==> config.mk <==
export PLATFORM = sky130hd
export DESIGN_NAME = wb_arbiter
export DESIGN_NICKNAME = d
export VERILOG_FILES = /design/src/rtl/wb_arbiter.sv
export SDC_FILE = /design/constraint.sdc
export NUM_CORES = 1
export LEC_CHECK = 0
export BUFFER_PORTS_ARGS = -buffer_cell sky130_fd_sc_hd__buf_2
export CORE_MARGIN = 2
export CORE_UTILIZATION = 35
export DETAILED_ROUTE_END_ITERATION = 7
export MAX_ROUTING_LAYER = met4
export PLACE_DENSITY_LB_ADDON = 0.05
export REMOVE_ABC_BUFFERS = 1
export SLEW_MARGIN = 20
export SYNTH_ARGS = -nofsm -noshare
export SYNTH_HDL_FRONTEND = slang
export SYNTH_SLANG_ARGS = --single-unit
export TNS_END_PERCENT = 5
==> constraint.sdc <==
create_clock -name clk_i -period 7.76 [get_ports clk_i]
set_clock_uncertainty 0.2 [all_clocks]
set_input_delay 0.388 -clock clk_i [delete_from_list [all_inputs] [get_ports clk_i]]
set_output_delay 0.388 -clock clk_i [all_outputs]
set_load 0.02 [all_outputs]
==> src/rtl/wb_arbiter.sv <==
// Writeback arbiter: per-source result FIFOs with issue credits, round-robin drain to one
// registered ROB/PRF writeback port. Define WB_ARB_BYPASS_EN to let arrivals skip an empty FIFO.
module wb_arbiter #(
   parameter int unsigned NUM_SRC      = 3,
   parameter int unsigned FIFO_DEPTH   = 4,
   parameter int unsigned ROB_W        = 5,
   parameter int unsigned PREG_W       = 6,
   parameter int unsigned FLAG_W       = 4,
   parameter int unsigned DATA_W       = 32,
   // rob_wb_t = {cdb.valid, rob_dest, dest, flags, result}; reg_wb_t = {w_v, cdb}
   parameter int unsigned ROB_WB_WIDTH = 1 + ROB_W + PREG_W + FLAG_W + DATA_W,
   parameter int unsigned REG_WB_WIDTH = ROB_WB_WIDTH + 1
) (
   input  logic                            clk_i,
   input  logic                            reset_i,
   input  logic [NUM_SRC-1:0]              src_issue_i,
   output logic [NUM_SRC-1:0]              src_ok_o,
   input  logic [NUM_SRC*ROB_WB_WIDTH-1:0] src_rob_i,
   output logic [ROB_WB_WIDTH-1:0]         wb_rob_o,
   output logic [REG_WB_WIDTH-1:0]         wb_reg_o,
   output logic                            overflow_o,
   input  logic                            mispredict_i
);

   localparam int unsigned AW = (FIFO_DEPTH > 2) ? $clog2(FIFO_DEPTH) : 1;
   localparam int unsigned CW = AW + 1;
   localparam int unsigned SW = (NUM_SRC > 1) ? $clog2(NUM_SRC) : 1;
   localparam int unsigned VB = ROB_WB_WIDTH - 1;

   logic [ROB_WB_WIDTH-1:0] r_mem [NUM_SRC][FIFO_DEPTH];
   logic [AW-1:0]           r_wptr [NUM_SRC];
   logic [AW-1:0]           r_rptr [NUM_SRC];
   logic [CW-1:0]           r_count [NUM_SRC];
   logic [CW-1:0]           r_inflight [NUM_SRC];
   logic [SW-1:0]           r_last;
   logic [ROB_WB_WIDTH-1:0] r_wb;
   logic                    r_ovf;

   logic [ROB_WB_WIDTH-1:0] w_src [NUM_SRC];
   logic [ROB_WB_WIDTH-1:0] w_head [NUM_SRC];
   logic [NUM_SRC-1:0]      w_arr, w_empty, w_full, w_cand, w_ok;
   logic [NUM_SRC-1:0]      w_gnt, w_deq, w_byp, w_enq, w_drop;
   logic                    w_gnt_v;
   logic [SW-1:0]           w_gnt_idx;

   always_comb begin
      for (int unsigned s = 0; s < NUM_SRC; s++) begin
         w_src[s]   = src_rob_i[s*ROB_WB_WIDTH +: ROB_WB_WIDTH];
         w_arr[s]   = w_src[s][VB] && !mispredict_i;
         w_empty[s] = (r_count[s] == '0);
         w_full[s]  = (r_count[s] == CW'(FIFO_DEPTH));
         // An empty FIFO can only be granted through the bypass path.
         w_head[s]  = w_empty[s] ? w_src[s] : r_mem[s][r_rptr[s]];
`ifdef WB_ARB_BYPASS_EN
         w_cand[s]  = !w_empty[s] || w_arr[s];
`else
         w_cand[s]  = !w_empty[s];
`endif
         w_ok[s]    = ({1'b0, r_count[s]} + {1'b0, r_inflight[s]}) < (CW + 1)'(FIFO_DEPTH);
      end
   end

   // Round-robin search starting one past the last grant.
   always_comb begin
      int unsigned idx;
      idx       = 0;
      w_gnt     = '0;
      w_gnt_v   = 1'b0;
      w_gnt_idx = '0;
      for (int unsigned i = 0; i < NUM_SRC; i++) begin
         idx = (32'(r_last) + i + 1) % NUM_SRC;
         if (!w_gnt_v && !mispredict_i && w_cand[idx[SW-1:0]]) begin
            w_gnt_v               = 1'b1;
            w_gnt_idx             = idx[SW-1:0];
            w_gnt[idx[SW-1:0]]    = 1'b1;
         end
      end
   end

   assign w_deq  = w_gnt & ~w_empty;
   assign w_byp  = w_gnt & w_empty;
   assign w_enq  = w_arr & ~w_byp & (~w_full | w_deq);
   assign w_drop = w_arr & ~w_byp & w_full & ~w_deq;

   always_ff @(posedge clk_i) begin
      for (int unsigned s = 0; s < NUM_SRC; s++) begin
         if (w_enq[s]) r_mem[s][r_wptr[s]] <= w_src[s];
      end
   end

   always_ff @(posedge clk_i or posedge reset_i) begin
      if (reset_i) begin
         for (int unsigned s = 0; s < NUM_SRC; s++) begin
            r_count[s]    <= '0;
            r_inflight[s] <= '0;
            r_wptr[s]     <= '0;
            r_rptr[s]     <= '0;
         end
         r_last <= SW'(NUM_SRC - 1);
         r_wb   <= '0;
         r_ovf  <= 1'b0;
      end else begin
         for (int unsigned s = 0; s < NUM_SRC; s++) begin
            if (mispredict_i) begin
               r_count[s]    <= '0;
               r_inflight[s] <= '0;
               r_wptr[s]     <= '0;
               r_rptr[s]     <= '0;
            end else begin
               r_count[s] <= r_count[s] + CW'(w_enq[s]) - CW'(w_deq[s]);
               r_wptr[s]  <= r_wptr[s] + AW'(w_enq[s]);
               r_rptr[s]  <= r_rptr[s] + AW'(w_deq[s]);
               // Saturate so an uncredited arrival cannot wrap the counter.
               if (src_issue_i[s] && !w_src[s][VB]) begin
                  if (r_inflight[s] != '1) r_inflight[s] <= r_inflight[s] + 1'b1;
               end else if (!src_issue_i[s] && w_src[s][VB]) begin
                  if (r_inflight[s] != '0) r_inflight[s] <= r_inflight[s] - 1'b1;
               end
            end
         end
         if (w_gnt_v) r_last <= w_gnt_idx;
         r_wb  <= w_gnt_v ? w_head[w_gnt_idx] : '0;
         r_ovf <= r_ovf | (|w_drop);
      end
   end

   assign src_ok_o   = w_ok;
   assign wb_rob_o   = r_wb;
   assign wb_reg_o   = {r_wb[VB], r_wb};
   assign overflow_o = r_ovf;

endmodule

==> out/qor.yml, run 1 <==
grt:
  grt_max_degree: 52
  grt_pass1_wl_microns: 110000
  grt-ovfl-total: 0
  grt_pass1_vias: 16400
  track_usage_pct: 19.0
  antenna_found_initial: 12
clock_tree:
  postCtsSetupBuffers: 0
  root_buffer: "clkbuf_16"
  cts.clk_slew.worst_paths_ns: 0.06
  cts_buffers: 77
  clock-sinks: 657
  cts_tree: "yes"
  clock_latency_ns: 0.62
  cts.htree.levels: 3
  cts_buffer_depth: 3
worst_setup_path:
  critPathMaxFanout: 37
  startpoint_type: "flop"
  worstPathRequired_ns: 7.79
  reg2regPathDepth: 9
  critPathArrivalTime_ns: 5.23
  path_class: "flop to flop"
  crit_path_end_kind: "flop"
layout:
  nFillCells: 6985
  drive_gt1_share_pct: 28.7
  area_growth_pct: 22.8
  layout_common_cells: "edfxtp_1, buf_2, dlygate4sd3_1"
  mostFrequentLayoutCell: "edfxtp_1"
  final_cell_area_sq_mm: 0.0335
  multi_input_area_sq_mm: 0.00731
  area.sequential_sq_mm: 0.0193
  finish.net_count: 2098
sta:
  period_share_pct: 67.0
  hold_violations: 0
  fmax_mhz: 192
  relSlewSlack_pct: 26.7
  slew_violations: 0
  fin_crit_ns: 5.20
  setup_viol: 0
  rsz0062_at_grt: "false"
  worst_pin_slew_ns: 1.10
  tns_ns: 0
routing:
  wirelength_microns: 73800
  first_pass_iters: 5
  detail-route-antenna-nets: 0
  drc: 0
  drt_iter0_drc: 929
  vias: 15300
  vias_per_cell: 5.05
  wl_per_cell_microns: 24.3
logic_synthesis:
  syn_avg_cell_area_sq_um: 17.6
  synth_edf_count: 576
  synth_top_cell_area_share_pct: 63.4
  async_flop_share_pct: 12.3
  postSynthCellCount: 1550
  yosysSeqAreaShare_pct: 70.8
  synth_area_sq_mm: 0.0273
  synth.largest_area_cell: "edfxtp_1"
  synth_cell_types: 54
  synth_area_leaders: "edfxtp_1, mux4_2, dfrtp_1"
  ys_warn_count: 0
  ys_seq_elements: 657
  synth_ff_type: "edfxtp_1"
floorplan:
  core_area_sq_mm: 0.0773
  die-area_sq_mm: 0.0802
  floorplan.rows: 102
  die_w_microns: 283
  pin_count: 251
  die_height_microns: 283
  initial_core_util_pct: 35.3
hold_path:
  min_path_type: "primary input to flop"
  min_path_cells: 5
job:
  max-cap-violations: 0
placement:
  port-buffer-count: 250
  gp_congestion: 0.779
  place_area_sq_mm: 0.0296
  dp_hpwl_microns: 45600
run_status:
  status: "finished clean"
power:
  p_leak_uw: 0.0119
  ir_worst_vdd_mv: 0.219
  powerDensity_mw_per_mm2: 341
  p_total_uw: 11400
[metrics by stage]
stage,setup WS (ns),hold WS (ns),utilization [%],instances
3_3_place_gp,2.54,0.311,38.2,2733
6_report,2.56,0.130,43.3,3036
5_1_grt,2.27,0.140,43.3,3035
3_5_place_dp,2.48,0.318,38.2,2734
2_1_floorplan,-2.52,0.254,-,1408
4_1_cts,2.46,0.0898,43.2,3022
[state kept, by name, indices dropped and copies added, names as in the netlist]
| name | flops |
|---|---|
| r_rptr | 6 |
| r_inflight | 9 |
| r_last | 2 |
| overflow_o | 1 |
| wb_rob_o | 48 |
| r_mem | 576 |
| r_count | 9 |
| r_wptr | 6 |
[routing by layer]
layer | share of wire (%) | vias to the layer above | track usage [%]
li1 | - | 6853 | -
met3 | 3.8 | 75 | 3.21
met1 | 46 | 8094 | 25.7
met2 | 49 | 300 | 30.3
met5 | 0 | - | -
met4 | 1.3 | 0 | 4.10
[synthesized netlist by cell type (24+ instances only)]
| master | instances |
|---|---|
| nand3_1 | 53 |
| o21ai_0 | 50 |
| clkbuf_1 | 54 |
| nor2_1 | 34 |
| buf_1 | 24 |
| nand4_1 | 49 |
| buf_4 | 50 |
| mux4_2 | 144 |
| edfxtp_1 | 576 |
| dfrtp_1 | 80 |
| nand2_1 | 114 |
| mux2i_1 | 96 |
| and3_1 | 52 |
[layout make-up]
cell class / instances / area share [%]
antenna: 13 / 0.0971
tap: 1040 / 3.88
timing repair buffer: 433 / 9.08
inverter: 20 / 0.231
clock inverter: 17 / 0.392
clock buffer: 125 / 6.81
sequential: 657 / 57.7
multi-input combinational: 731 / 21.8
[worst paths after layout]
kind	endpoint	slack, ns	startpoint
min	r_inflight[1]	0.13	src_issue_i[2]
min in group asynchronous	r_inflight[3]	0.19	reset_i
max	r_mem[0][295]	2.56	r_last[1]
min reg2reg	r_last[0]	0.34	r_last[0]
max in group asynchronous	r_rptr[4]	5.92	reset_i
max reg2reg	r_mem[0][295]	2.56	r_last[1]
[kinds of logic (layout without fill, tap and decap cells)]
| group | count (synthesis) | count (layout) | share of synthesized area [%] |
|---|---|---|---|
| flops | 657 | 657 | 70.8 |
| simple gates | 351 | 351 | 6.51 |
| mux | 240 | 240 | 15.4 |
| buf+inv | 162 | 595 | 3.03 |
| compound gates | 91 | 91 | 2.14 |
| fa+ha+maj | 28 | 28 | 1.45 |
| xor+xnor | 21 | 21 | 0.674 |
| other cells | 0 | 13 | 0 |
[critical path, stage by stage (launching register included)]
cell and delay, ns:
dfstp_2 0.37, inv_1 0.09, ha_1 0.48, inv_1 0.15
or4_1 0.68, a2111oi_4 0.83, a21oi_2 0.16, a211o_1 0.46
nor3b_4 0.70, buf_4 0.67
[power breakdown]
part	internal [uW]	switching, uW	total [uW]
clock	2040	1410	3450
sequential	4190	208	4400
combinational	1370	2220	3590
total	7600	3840	11400
[timing repair]
item	4_1_cts	5_1_grt
hold buffers	146	0
resized for setup	0	0
hold endpoints to repair	652	0
(Power assumes the default switching activity.)
==> run 2: changes to the inputs <==
- ABC_AREA: not set -> 1
- clock period: 7.76 -> 5.3 ns (I/O delays scaled with it)
==> out/qor.yml, run 2 <==
run_status:
  status: "finished clean"
layout:
  largest_reg_flops: 576
  area_growth_pct: 20.2
  mostFrequentLayoutCell: "nor2_1"
  finish.net_count: 3127
  layout_common_cells: "nor2_1, edfxtp_1, o21ai_0"
  drive_gt1_share_pct: 14.1
worst_setup_path:
  path_class: "flop to flop"
  worstPathRequired_ns: 5.37
  crit_path_end_kind: "flop"
  startpoint_type: "flop"
  critPathMaxFanout: 37
  critPathArrivalTime_ns: 4.13
  crit_chain: "ha_1 > inv_2 > nand3_1 > nand3_1 > nand3_1 > o21ai_1 > nand2_4 > nand3_1 > nand3_2 > nor2_4 > buf_4"
  critPathMostFrequentCell: "nand3_1"
  crit_slowest_cell: "nor2_4"
  crit_family: "simple AND/OR/NAND/NOR gates"
  crit_buf_inv: 2
  slowest_delay_ns: 0.67
grt:
  grt_pass1_wl_microns: 128000
  track_usage_pct: 21.3
  grt_pass1_vias: 19800
  grt-ovfl-total: 0
  grt_max_degree: 71
  antenna_found_initial: 11
floorplan:
  die_height_microns: 290
  die_w_microns: 290
  core_area_sq_mm: 0.0807
  initial_core_util_pct: 35.4
  pin_count: 251
  die-area_sq_mm: 0.0839
  floorplan.rows: 104
placement:
  gp_congestion: 0.770
  port-buffer-count: 250
  pre_cts_slack_ns: 1.19
  dp_hpwl_microns: 52000
hold_path:
  min_path_type: "primary input to async pin"
logic_synthesis:
  ys_warn_count: 0
  synth-xor-area-share_pct: 0.368
  synth_top_cell_area_share_pct: 60.5
  async_flop_share_pct: 12.3
  muxShareOfSynthArea_pct: 0
  synth_common_cells: "nor2_1, edfxtp_1, o21ai_0"
  synth_cell_types: 35
  synth_area_leaders: "edfxtp_1, nor2_1, dfrtp_1"
  synth_compound_area_share_pct: 8.88
  ys_seq_elements: 657
  synthSimpleGateAreaFrac_pct: 16.3
  synth_area_sq_mm: 0.0286
  synth.largest_area_cell: "edfxtp_1"
  yosysMostFrequentCell: "nor2_1"
  synth_edf_count: 576
  synth_ff_type: "edfxtp_1"
  synth_top_family_by_area: "simple AND/OR/NAND/NOR gates"
  syn_avg_cell_area_sq_um: 10.8
  yosysSeqAreaShare_pct: 67.6
  synth_adder_area_share_pct: 1.38
  postSynthCellCount: 2653
sta:
  setup_slack_ns: 1.25
  tns_ns: 0
  worst_pin_slew_ns: 0.982
  setup_viol: 0
  hold_violations: 0
  slew_violations: 0
  rsz0062_at_grt: "false"
  fin_crit_ns: 4.05
  period_share_pct: 76.5
  relSlewSlack_pct: 34.6
  fmax_mhz: 247
routing:
  vias_per_cell: 5.05
  drt_iter0_drc: 1359
  wl_per_cell_microns: 21.6
  first_pass_iters: 5
  detail-route-antenna-nets: 0
  vias: 20600
  wirelength_microns: 88000
  drc: 0
clock_tree:
  cts.htree.levels: 3
  root_buffer: "clkbuf_16"
  clock-sinks: 657
  postCtsSetupBuffers: 0
  cts_buffers: 76
  cts_buffer_depth: 3
  clock_latency_ns: 0.62
  post_cts_resized: 0
  cts.clk_slew.worst_paths_ns: 0.06
  cts_tree: "yes"
power:
  ir_worst_vdd_mv: 0.378
  powerDensity_mw_per_mm2: 592
  p_leak_uw: 0.0132
job:
  max-cap-violations: 0
run 2: cell types whose count changed after synthesis, sizes merged, moves of 17 or more:
| cell | previous run | this run |
|---|---|---|
| mux2i | 96 | 0 |
| and3 | 52 | 1 |
| mux4 | 144 | 0 |
| a31oi | 3 | 141 |
| buf | 88 | 105 |
| clkbuf | 54 | 115 |
| nor2 | 34 | 757 |
| nand2 | 115 | 204 |
| inv | 20 | 120 |
| o21ai | 51 | 302 |
| nand3 | 53 | 132 |
run 2: cell type report:
class                           instances  area [sq um]
Antenna cell                           10          25.0
Clock buffer                          120          2160
Clock inverter                         14           100
Fill cell                            7714         46300
Inverter                              120           458
Multi-Input combinational cell       1656          7850
Sequential cell                       657         19300
Tap cell                             1060          1330
Timing Repair Buffer                  438          3070
run 2: logic make-up (layout without fill, tap and decap cells):
family	after synthesis	after routing
compound gates	465	465
other cells	0	10
buf+inv	340	692
simple gates	1151	1151
fa+ha+maj	28	28
xor+xnor	12	12
flops	657	657
run 2: worst paths after layout:
| kind | from | end | slack [ns] | cells past startpoint |
|---|---|---|---|---|
| min in group clk_i | src_rob_i[73] | r_mem[0][313] | 0.22 | 2 |
| max in group asynchronous | reset_i | r_rptr[2] | 3.60 | 4 |
| hold reg to reg | r_last[1] | r_last[1] | 0.30 | 2 |
| setup reg to reg | r_last[1] | r_mem[0][316] | 1.25 | 11 |
| setup / recovery | r_last[1] | r_mem[0][316] | 1.25 | 11 |
| hold / removal | reset_i | r_inflight[7] | 0.16 | 3 |
run 2: timing repair:
item | 4_1_cts | 5_1_grt
hold buffers | 149 | 0
endpoints found under the hold margin | 699 | 0
endpoints found under the setup margin | 0 | 0
run 2: worst reg2reg max path, stage by stage, from the launching register on:
cell and delay (ns):
dfstp_2 0.55, ha_1 0.32, inv_2 0.12, nand3_1 0.08, nand3_1 0.12, nand3_1 0.10
o21ai_1 0.24, nand2_4 0.34, nand3_1 0.24, nand3_2 0.25, nor2_4 0.67, buf_4 0.47
run 2: power breakdown:
group	switching (uW)	internal (uW)	total, uW
clock network	2040	2830	4870
logic	6250	2410	8660
registers	426	6360	6790
run 2: per-stage QoR:
step,util [%],instances,cell area [sq um],total power (uW),hold WS (ns)
2_1_floorplan,-,2433,27500,12100,0.130
3_3_place_gp,37.9,3782,30500,15400,0.276
3_5_place_dp,37.9,3782,30600,15500,0.277
4_1_cts,42.5,4065,34300,20600,0.176
5_1_grt,42.6,4075,34300,21800,0.222
6_report,42.6,4075,34300,20300,0.157
run 2: layer usage:
layer,wire [microns],GRT usage [%],vias up
li1,-,-,9792
met1,41100,29.7,10100
met2,40300,32.3,565
met3,4910,3.74,108
met4,1630,5.32,0
met5,0,-,-
